## src/rtl/shift_pkg.sv

```systemverilog
// Shared types for the shift result stage: shift opcodes and the N/Z/C/V flag bundle.
// Latency: n/a (types and constants only).
// Backpressure: n/a.
package shift_pkg;

    typedef enum logic [1:0] {
        SRL = 2'b00,
        SRA = 2'b01,
        SLL = 2'b10,
        SLA = 2'b11
    } shift_op_e;

    typedef struct packed {
        logic n;
        logic z;
        logic c;
        logic v;
    } shift_flags_t;

    localparam int SKID_DEPTH = 2;

    function automatic logic is_right_shift(shift_op_e op);
        return (op == SRL) || (op == SRA);
    endfunction

endpackage

```

## src/rtl/shift_flag_calc.sv

```systemverilog
// Derives N/Z/C/V for one shift operation from its operands and the shifter's result.
// Latency: purely combinational.
// Backpressure: none; the caller decides when the flags are captured.
import shift_pkg::*;

module shift_flag_calc #(
    parameter int WIDTH = 8
) (
    input  shift_op_e          sel,
    input  logic [WIDTH-1:0]   a,
    input  logic [WIDTH-1:0]   shamt,
    input  logic [WIDTH-1:0]   data,
    output shift_flags_t       flags
);

    localparam logic [WIDTH-1:0] ONE      = WIDTH'(1);
    localparam logic [WIDTH-1:0] W_VEC    = WIDTH'(WIDTH);
    localparam logic [WIDTH-1:0] MAX_SPAN = WIDTH'(WIDTH - 1);

    logic [WIDTH-1:0] shamt_m1;
    logic [WIDTH-1:0] right_view;
    logic [WIDTH-1:0] left_view;
    logic [WIDTH-1:0] span;
    logic [WIDTH-1:0] sign_mask;
    logic [WIDTH-1:0] sign_diff;

    // The last bit shifted out sits at bit 0 (right) or the MSB (left) after s-1 steps.
    assign shamt_m1   = shamt - ONE;
    assign right_view = a >> shamt_m1;
    assign left_view  = a << shamt_m1;

    // Overflow looks at the sign bit plus the next min(s, WIDTH-1) bits below it.
    assign span      = (shamt > MAX_SPAN) ? MAX_SPAN : shamt;
    assign sign_mask = ~({WIDTH{1'b1}} >> (span + ONE));
    assign sign_diff = a ^ {WIDTH{a[WIDTH-1]}};

    always_comb begin
        flags   = '0;
        flags.n = data[WIDTH-1];
        flags.z = (data == '0);

        if (shamt == '0) begin
            flags.c = 1'b0;
        end else if (shamt <= W_VEC) begin
            flags.c = is_right_shift(sel) ? right_view[0] : left_view[WIDTH-1];
        end else begin
            flags.c = (sel == SRA) ? a[WIDTH-1] : 1'b0;
        end

        flags.v = (sel == SLA) && (|(sign_diff & sign_mask));
    end

endmodule

```

## src/rtl/shift_flag_stage.sv

```systemverilog
// Registers shift results with their flags into a 2-entry skid buffer for the next consumer.
// Latency: accepted at edge k, presented on result_o/flags_o after edge k; 1 transfer/cycle.
// Backpressure: ready_o drops only when both entries are held; head output holds while stalled.
import shift_pkg::*;

module shift_flag_stage #(
    parameter int WIDTH = 8,
    parameter int CNT_W = 16
) (
    input  logic               clk_i,
    input  logic               rst_i,
    input  logic               valid_i,
    output logic               ready_o,
    input  logic [1:0]         sel_i,
    input  logic [WIDTH-1:0]   A_i,
    input  logic [WIDTH-1:0]   shamt_i,
    input  logic [WIDTH-1:0]   data_i,
    output logic               valid_o,
    input  logic               ready_i,
    output logic [WIDTH-1:0]   result_o,
    output logic [3:0]         flags_o,
    output logic [CNT_W-1:0]   op_cnt_o
);

    localparam logic [CNT_W-1:0] CNT_MAX = {CNT_W{1'b1}};

    logic [1:0]        occ;
    logic              head;
    logic              tail;
    logic              push;
    logic              pop;
    shift_flags_t      cap_flags;
    logic [WIDTH-1:0]  res_mem [SKID_DEPTH];
    shift_flags_t      flg_mem [SKID_DEPTH];

    shift_flag_calc #(
        .WIDTH (WIDTH)
    ) u_calc (
        .sel   (shift_op_e'(sel_i)),
        .a     (A_i),
        .shamt (shamt_i),
        .data  (data_i),
        .flags (cap_flags)
    );

    assign ready_o  = (occ < 2'(SKID_DEPTH));
    assign valid_o  = (occ != 2'd0);
    assign push     = valid_i & ready_o;
    assign pop      = valid_o & ready_i;
    assign result_o = res_mem[head];
    assign flags_o  = flg_mem[head];

    // Entries are cleared on reset so the idle outputs read as zero.
    always_ff @(posedge clk_i) begin
        if (rst_i) begin
            occ  <= 2'd0;
            head <= 1'b0;
            tail <= 1'b0;
            for (int i = 0; i < SKID_DEPTH; i++) begin
                res_mem[i] <= '0;
                flg_mem[i] <= '0;
            end
        end else begin
            if (push) begin
                res_mem[tail] <= data_i;
                flg_mem[tail] <= cap_flags;
                tail          <= ~tail;
            end
            if (pop) begin
                head <= ~head;
            end
            case ({push, pop})
                2'b10:   occ <= occ + 2'd1;
                2'b01:   occ <= occ - 2'd1;
                default: occ <= occ;
            endcase
        end
    end

    always_ff @(posedge clk_i) begin
        if (rst_i) begin
            op_cnt_o <= '0;
        end else if (push && (op_cnt_o != CNT_MAX)) begin
            op_cnt_o <= op_cnt_o + CNT_W'(1);
        end
    end

endmodule

```

## config.mk

```make
export PLATFORM = sky130hd
export DESIGN_NAME = shift_flag_stage
export DESIGN_NICKNAME = d
export VERILOG_FILES = /design/src/rtl/shift_pkg.sv /design/src/rtl/shift_flag_calc.sv /design/src/rtl/shift_flag_stage.sv
export SDC_FILE = /design/constraint.sdc
export NUM_CORES = 1
export LEC_CHECK = 0
export CORE_AREA = 2 2 71 73
export CTS_BUF_LIST = sky130_fd_sc_hd__clkbuf_8 sky130_fd_sc_hd__clkbuf_16
export DETAILED_ROUTE_END_ITERATION = 16
export DIE_AREA = 0 0 73 75
export PLACE_DENSITY = 0.83
export SLEW_MARGIN = 20
export SYNTH_ARGS = -nofsm -noshare
export SYNTH_HDL_FRONTEND = slang
export SYNTH_SLANG_ARGS = --single-unit
```

## constraint.sdc

```tcl
create_clock -name clk_i -period 6.01 [get_ports clk_i]
set_clock_uncertainty 0.05 [all_clocks]
set_input_delay 1.202 -clock clk_i [delete_from_list [all_inputs] [get_ports clk_i]]
set_output_delay 1.202 -clock clk_i [all_outputs]
set_load 0.01 [all_outputs]
```

# Word level (Yosys, flattened, before mapping)
# Memories as Yosys holds them, arrays and structs flattened. A register that Yosys moved wholly into a read port is not among the register bits.
# Index checks and enable logic that the tools add are counted.
# classes
n_shift,3
n_addsub,5
n_bitwise,7
magnitude_cmp,3
n_mul,0
n_eq_ne,5
mux,21
n_reduce_logical,11
div,0
# ops
op,count
1-bit two-way mux,17
16-bit by 1-bit adder with 16-bit output (second input constant),1
8-bit logical NOT,2
8-bit two-way mux,2
16-bit inequality test (second input constant),1
8-bit OR reduction,2
8-bit by 1-bit adder with 8-bit output (second input constant),1
8-bit AND,1
8-bit by 3-bit greater-than comparator with 1-bit output (second input constant),1
8-bit by 4-bit <= comparator with 1-bit output (second input constant),1
8-bit inverter,1
8-bit by 8-bit left shift with 8-bit output,1
8-bit by 8-bit >> shifter with 1-bit output,1
8-bit by 8-bit >> shifter with 8-bit output (first input constant),1
8-bit by 1-bit subtractor with 8-bit output (second input constant),1
8-bit XOR,1
2-bit by 1-bit == test with 1-bit output (second input constant),2
2-bit == test (second input constant),2
4-bit two-way mux,1
2-bit case mux with 2 select lines,1
2-bit nonzero test,2
4-bit OR reduction,1
2-bit by 1-bit adder with 2-bit output (second input constant),1
1-bit AND,2
6 further kinds,8
# totals
mem_bits_ro,0
mem_count,2
latchBits,0
inputBits,30
ramBits,24
output_inout_bits,30
regBits,20
# mem_list
memory,words,width,read_ports,rd_ports_with_merged_regs,wr,line,rtl
res_mem,2,8,1,1,2,shift_flag_stage.sv:33,logic [WIDTH-1:0] res_mem [SKID_DEPTH];
flg_mem,2,4,1,1,2,shift_flag_stage.sv:34,shift_flags_t flg_mem [SKID_DEPTH];

# Depth between registers and ports, before layout
# logic_depth
word_depth,9
mapped_depth,9
mapped_depth_nobuf,9

# Modules after synthesis
# A second synthesis with hierarchy kept.
# unflattened
hier_cells,248
hier_area_um2,2596.2
# by_module_without_submodules
module,seq_area_each_um2,area_per_inst_um2,cells_per_inst,n_inst
shift_flag_stage,1141.1,2095.8,184,1
shift_flag_calc,0.0,500.5,64,1

# Worst setup path before layout
# Ideal clock, no wire load.
# synth_path
kind,input port to flip-flop
start,input port shamt_i[7]
end,memory flg_mem[0][0] in the netlist's numbering (data pin)
arrival_ns,3.035
setup_time_ns,0.264
path_stages,8
slack_ns,2.661
path_buffers,0
cell_sequence,or4_4 -> or3_4 -> ha_1 -> or2_2 -> o21ai_0 -> a31oi_1 -> a22oi_1 -> a21oi_1
# synth_rtl
element,line,rtl
"start, declared",shift_flag_stage.sv:16,"input logic [WIDTH-1:0] shamt_i,"
"end, declared",shift_flag_stage.sv:34,

==> impl_metrics.toml <==
[outcome]
status = "finished, final reports clean"

[sta]
period_minus_slack_ns = 3.64
tightest_slew_ns = 1.05
setup_viol = 0
hold_viol_final = 0
period_share_pct = 60.6
clock.fmax_mhz = 275
rsz0062_at_grt = "no"
setup-tns-final_ns = 0
slew_headroom_pct = 30.1
drv_slew = 0

[floorplan]
ios = 60
die_w_um = 73
fp.coreArea_um2 = 4660
die_h_um = 75
num_rows = 25
die_area_um2 = 5480
start_util_pct = 51.7

[drt]
drc = 0
via_per_inst = 5.60
dr.first_iter.drc_count = 130
ant_nets = 0
wl_mm = 5.02
num_vias = 1982
wl_per_cell_um = 14.2
first_pass_iters = 4

[clock_tree]
clock_path_buffers = 2
cts_setup_buffers = 0
cts_hold_buffers = 0
clkTransAtPathRegs_ns = 0.08
htree_levels = 2
cts_tree = "done"
insertion_delay_ns = 0.29
post_cts_resized = 0
numCtsBuffers = 5
root_buffer = "clkbuf_8"
clock_sinks = 43

[setup_path]
critPathKind = "primary input to flip-flop"
cp_max_fo = 4
worstPathArrival_ns = 3.62
crit_family = "simple AND/OR/NAND/NOR gates"
crit_chain = "clkdlybuf4s50_1 > or4_4 > or3_4 > ha_1 > or2_2 > o21ai_0 > a31oi_1 > a22oi_1 > a21oi_1"
cp_slowest_stage_delay_ns = 0.52
critPathBufInv = 1
required_ns = 5.99
critPathLaunchType = "primary input"
slowest_stage = "or4_4"
cp-end-kind = "flip-flop"

[placement]
dp.final_hpwl_mm = 3.81
place_area_um2 = 3030
gp_congestion = 0.823
port_buffers = 59

[run]
drv_cap = 0

[layout]
drive_gt1_share_pct = 9.33
multi_input_area_um2 = 1280
area.sequential_um2 = 1080
antenna_cells = 0
finalInstanceArea_um2 = 3140
nFillCells = 371
synthToLayoutAreaGrowth_pct = 30.1
fin_nets = 334

[synthesis]
avgSynthCellArea_um2 = 10.0
ys_warn_count = 0
synthesis.area_um2 = 2410
synth_edf_count = 22
synth_seq_cells = 43
synth_cell_types = 40
synth_compound_area_share_pct = 9.76
synthAdderAreaFrac_pct = 2.60
synth_xor_area_share_pct = 7.27
synth_mux_area_share_pct = 10.1
synth_top_family_by_area = "simple AND/OR/NAND/NOR gates"
yosys.area_share.simple_pct = 23.2
syn_nets = 276
synthFlopType = "edfxtp_1"
synthCells = 241
ys_async_sr_fraction_pct = 0
synth_seq_area_share_pct = 44.9

[power_and_ir_drop]
combPwrFrac_pct = 32.0
vdd_drop_max_mv = 0.187
internal_power_mw = 0.619
p_leak_nw = 1.12
switching_share_pct = 27.9
power_switching_mw = 0.239
seq_power_share_pct = 45.0
pwr-share-clk_pct = 23.0
power_density_nw_per_um2 = 274

[global_route]
grt_overflow = 0
antenna_found_initial = 0
grt_pass1_vias = 1834
grt_max_degree = 28
grt_pass1_wl_mm = 8.02
grt.total_usage_pct = 19.0

[min_path]
hp-class = "flip-flop to flip-flop"
[registers in the layout, indices dropped and copies added, names as in the netlist, named ones only]
signal	cells
head	1
op_cnt_o	16
res_mem	14
tail	1
occ	2
flg_mem	8
[cell usage after synthesis (2+ instances only)]
| master | n | area share (%) |
|---|---|---|
| nand4_1 | 3 | 0.78 |
| o211ai_1 | 8 | 2.5 |
| a21oi_1 | 9 | 1.9 |
| nand3_1 | 11 | 2.3 |
| mux2i_1 | 3 | 1.2 |
| inv_1 | 5 | 0.78 |
| and4_1 | 2 | 0.73 |
| mux4_2 | 4 | 3.7 |
| mux2_2 | 11 | 5.1 |
| nand2_1 | 16 | 2.5 |
| nor3_1 | 5 | 1.0 |
| clkbuf_1 | 7 | 1.1 |
| nand4b_1 | 4 | 1.5 |
| xor2_1 | 13 | 4.7 |
| a211oi_1 | 3 | 0.93 |
| o21bai_1 | 2 | 0.62 |
| o21ai_0 | 5 | 1.0 |
| xnor2_1 | 7 | 2.5 |
| dfxtp_1 | 21 | 17 |
| nand2b_1 | 2 | 0.52 |
| or2_2 | 3 | 0.78 |
| nor4_1 | 3 | 0.78 |
| edfxtp_1 | 22 | 27 |
| or3_1 | 3 | 0.78 |
| a31oi_1 | 2 | 0.52 |
| ha_1 | 5 | 2.6 |
| and2_1 | 19 | 4.9 |
| nor2_1 | 31 | 4.8 |
[cell type report]
class	count	share of cell area [%]
repair buffers	59	18.8
inverters	5	0.599
well taps	54	2.15
multi-input cells	185	40.7
clock buffers	6	2.99
flip-flops and latches	43	34.5
clock inverters	2	0.239
[cell families (layout without fill, tap and decap cells)]
logic type | Yosys count | after routing
AND/OR/NAND/NOR | 107 | 107
flip-flops | 43 | 43
AO/OA/AOI/OAI | 35 | 35
XOR/XNOR | 20 | 20
multiplexers | 18 | 18
buffers and inverters | 13 | 72
adder cells (fa/ha/maj) | 5 | 5
[worst reg2reg max path: stages, from the launching register on]
cell	delay, ns
dfxtp_1	0.35
inv_1	0.09
nand2_1	0.18
o21bai_1	0.87
[per-stage QoR]
step	hold slack, ns	setup slack [ns]	total power, mW	util (%)	std cells
3_5_place_dp	0.447	2.09	0.669	65.1	346
5_1_grt	0.494	2.26	0.904	67.3	354
6_report	0.459	2.37	0.858	67.3	354
4_1_cts	0.459	2.39	0.866	67.3	354
3_3_place_gp	0.436	2.18	0.661	65.1	346
2_1_floorplan	0.431	2.66	0.540	-	241
[layer usage]
| layer | wire, um | GRT usage [%] |
|---|---|---|
| met1 | 2150 | 23.4 |
| met2 | 2580 | 34.0 |
| met5 | 0 | 0 |
| met4 | 36 | 4.94 |
| met3 | 251 | 3.75 |
[power by group through the flow]
stage / clock [mW] / combinational (mW) / sequential [mW]
global placement: 0 / 0.270 / 0.391
floorplan: 0 / 0.161 / 0.379
finish: 0.197 / 0.275 / 0.386
global route: 0.211 / 0.299 / 0.393
CTS: 0.201 / 0.278 / 0.387
detailed placement: 0 / 0.276 / 0.393
[layout by cell type, fill, tap and decap left out, types with 7 or more instances in the layout]
cell and instances:
inv_1 7, and2_1 19, o211ai_1 8, xor2_1 13, nand2_1 16, mux2_2 11
nand3_1 11, clkdlybuf4s50_1 59, nor2_1 31, a21oi_1 9, edfxtp_1 22, dfxtp_1 21
xnor2_1 7
[path summary, 6_finish.rpt]
path                    start             to  slack (ns)  depth (start not counted)
hold reg to reg   op_cnt_o[9]    op_cnt_o[9]        0.46                          2
setup reg to reg       occ[1]  flg_mem[0][1]        4.09                          3
setup / recovery   shamt_i[5]  flg_mem[0][0]        2.37                          9
hold / removal    op_cnt_o[9]    op_cnt_o[9]        0.46                          2
(Power assumes the default switching activity.)
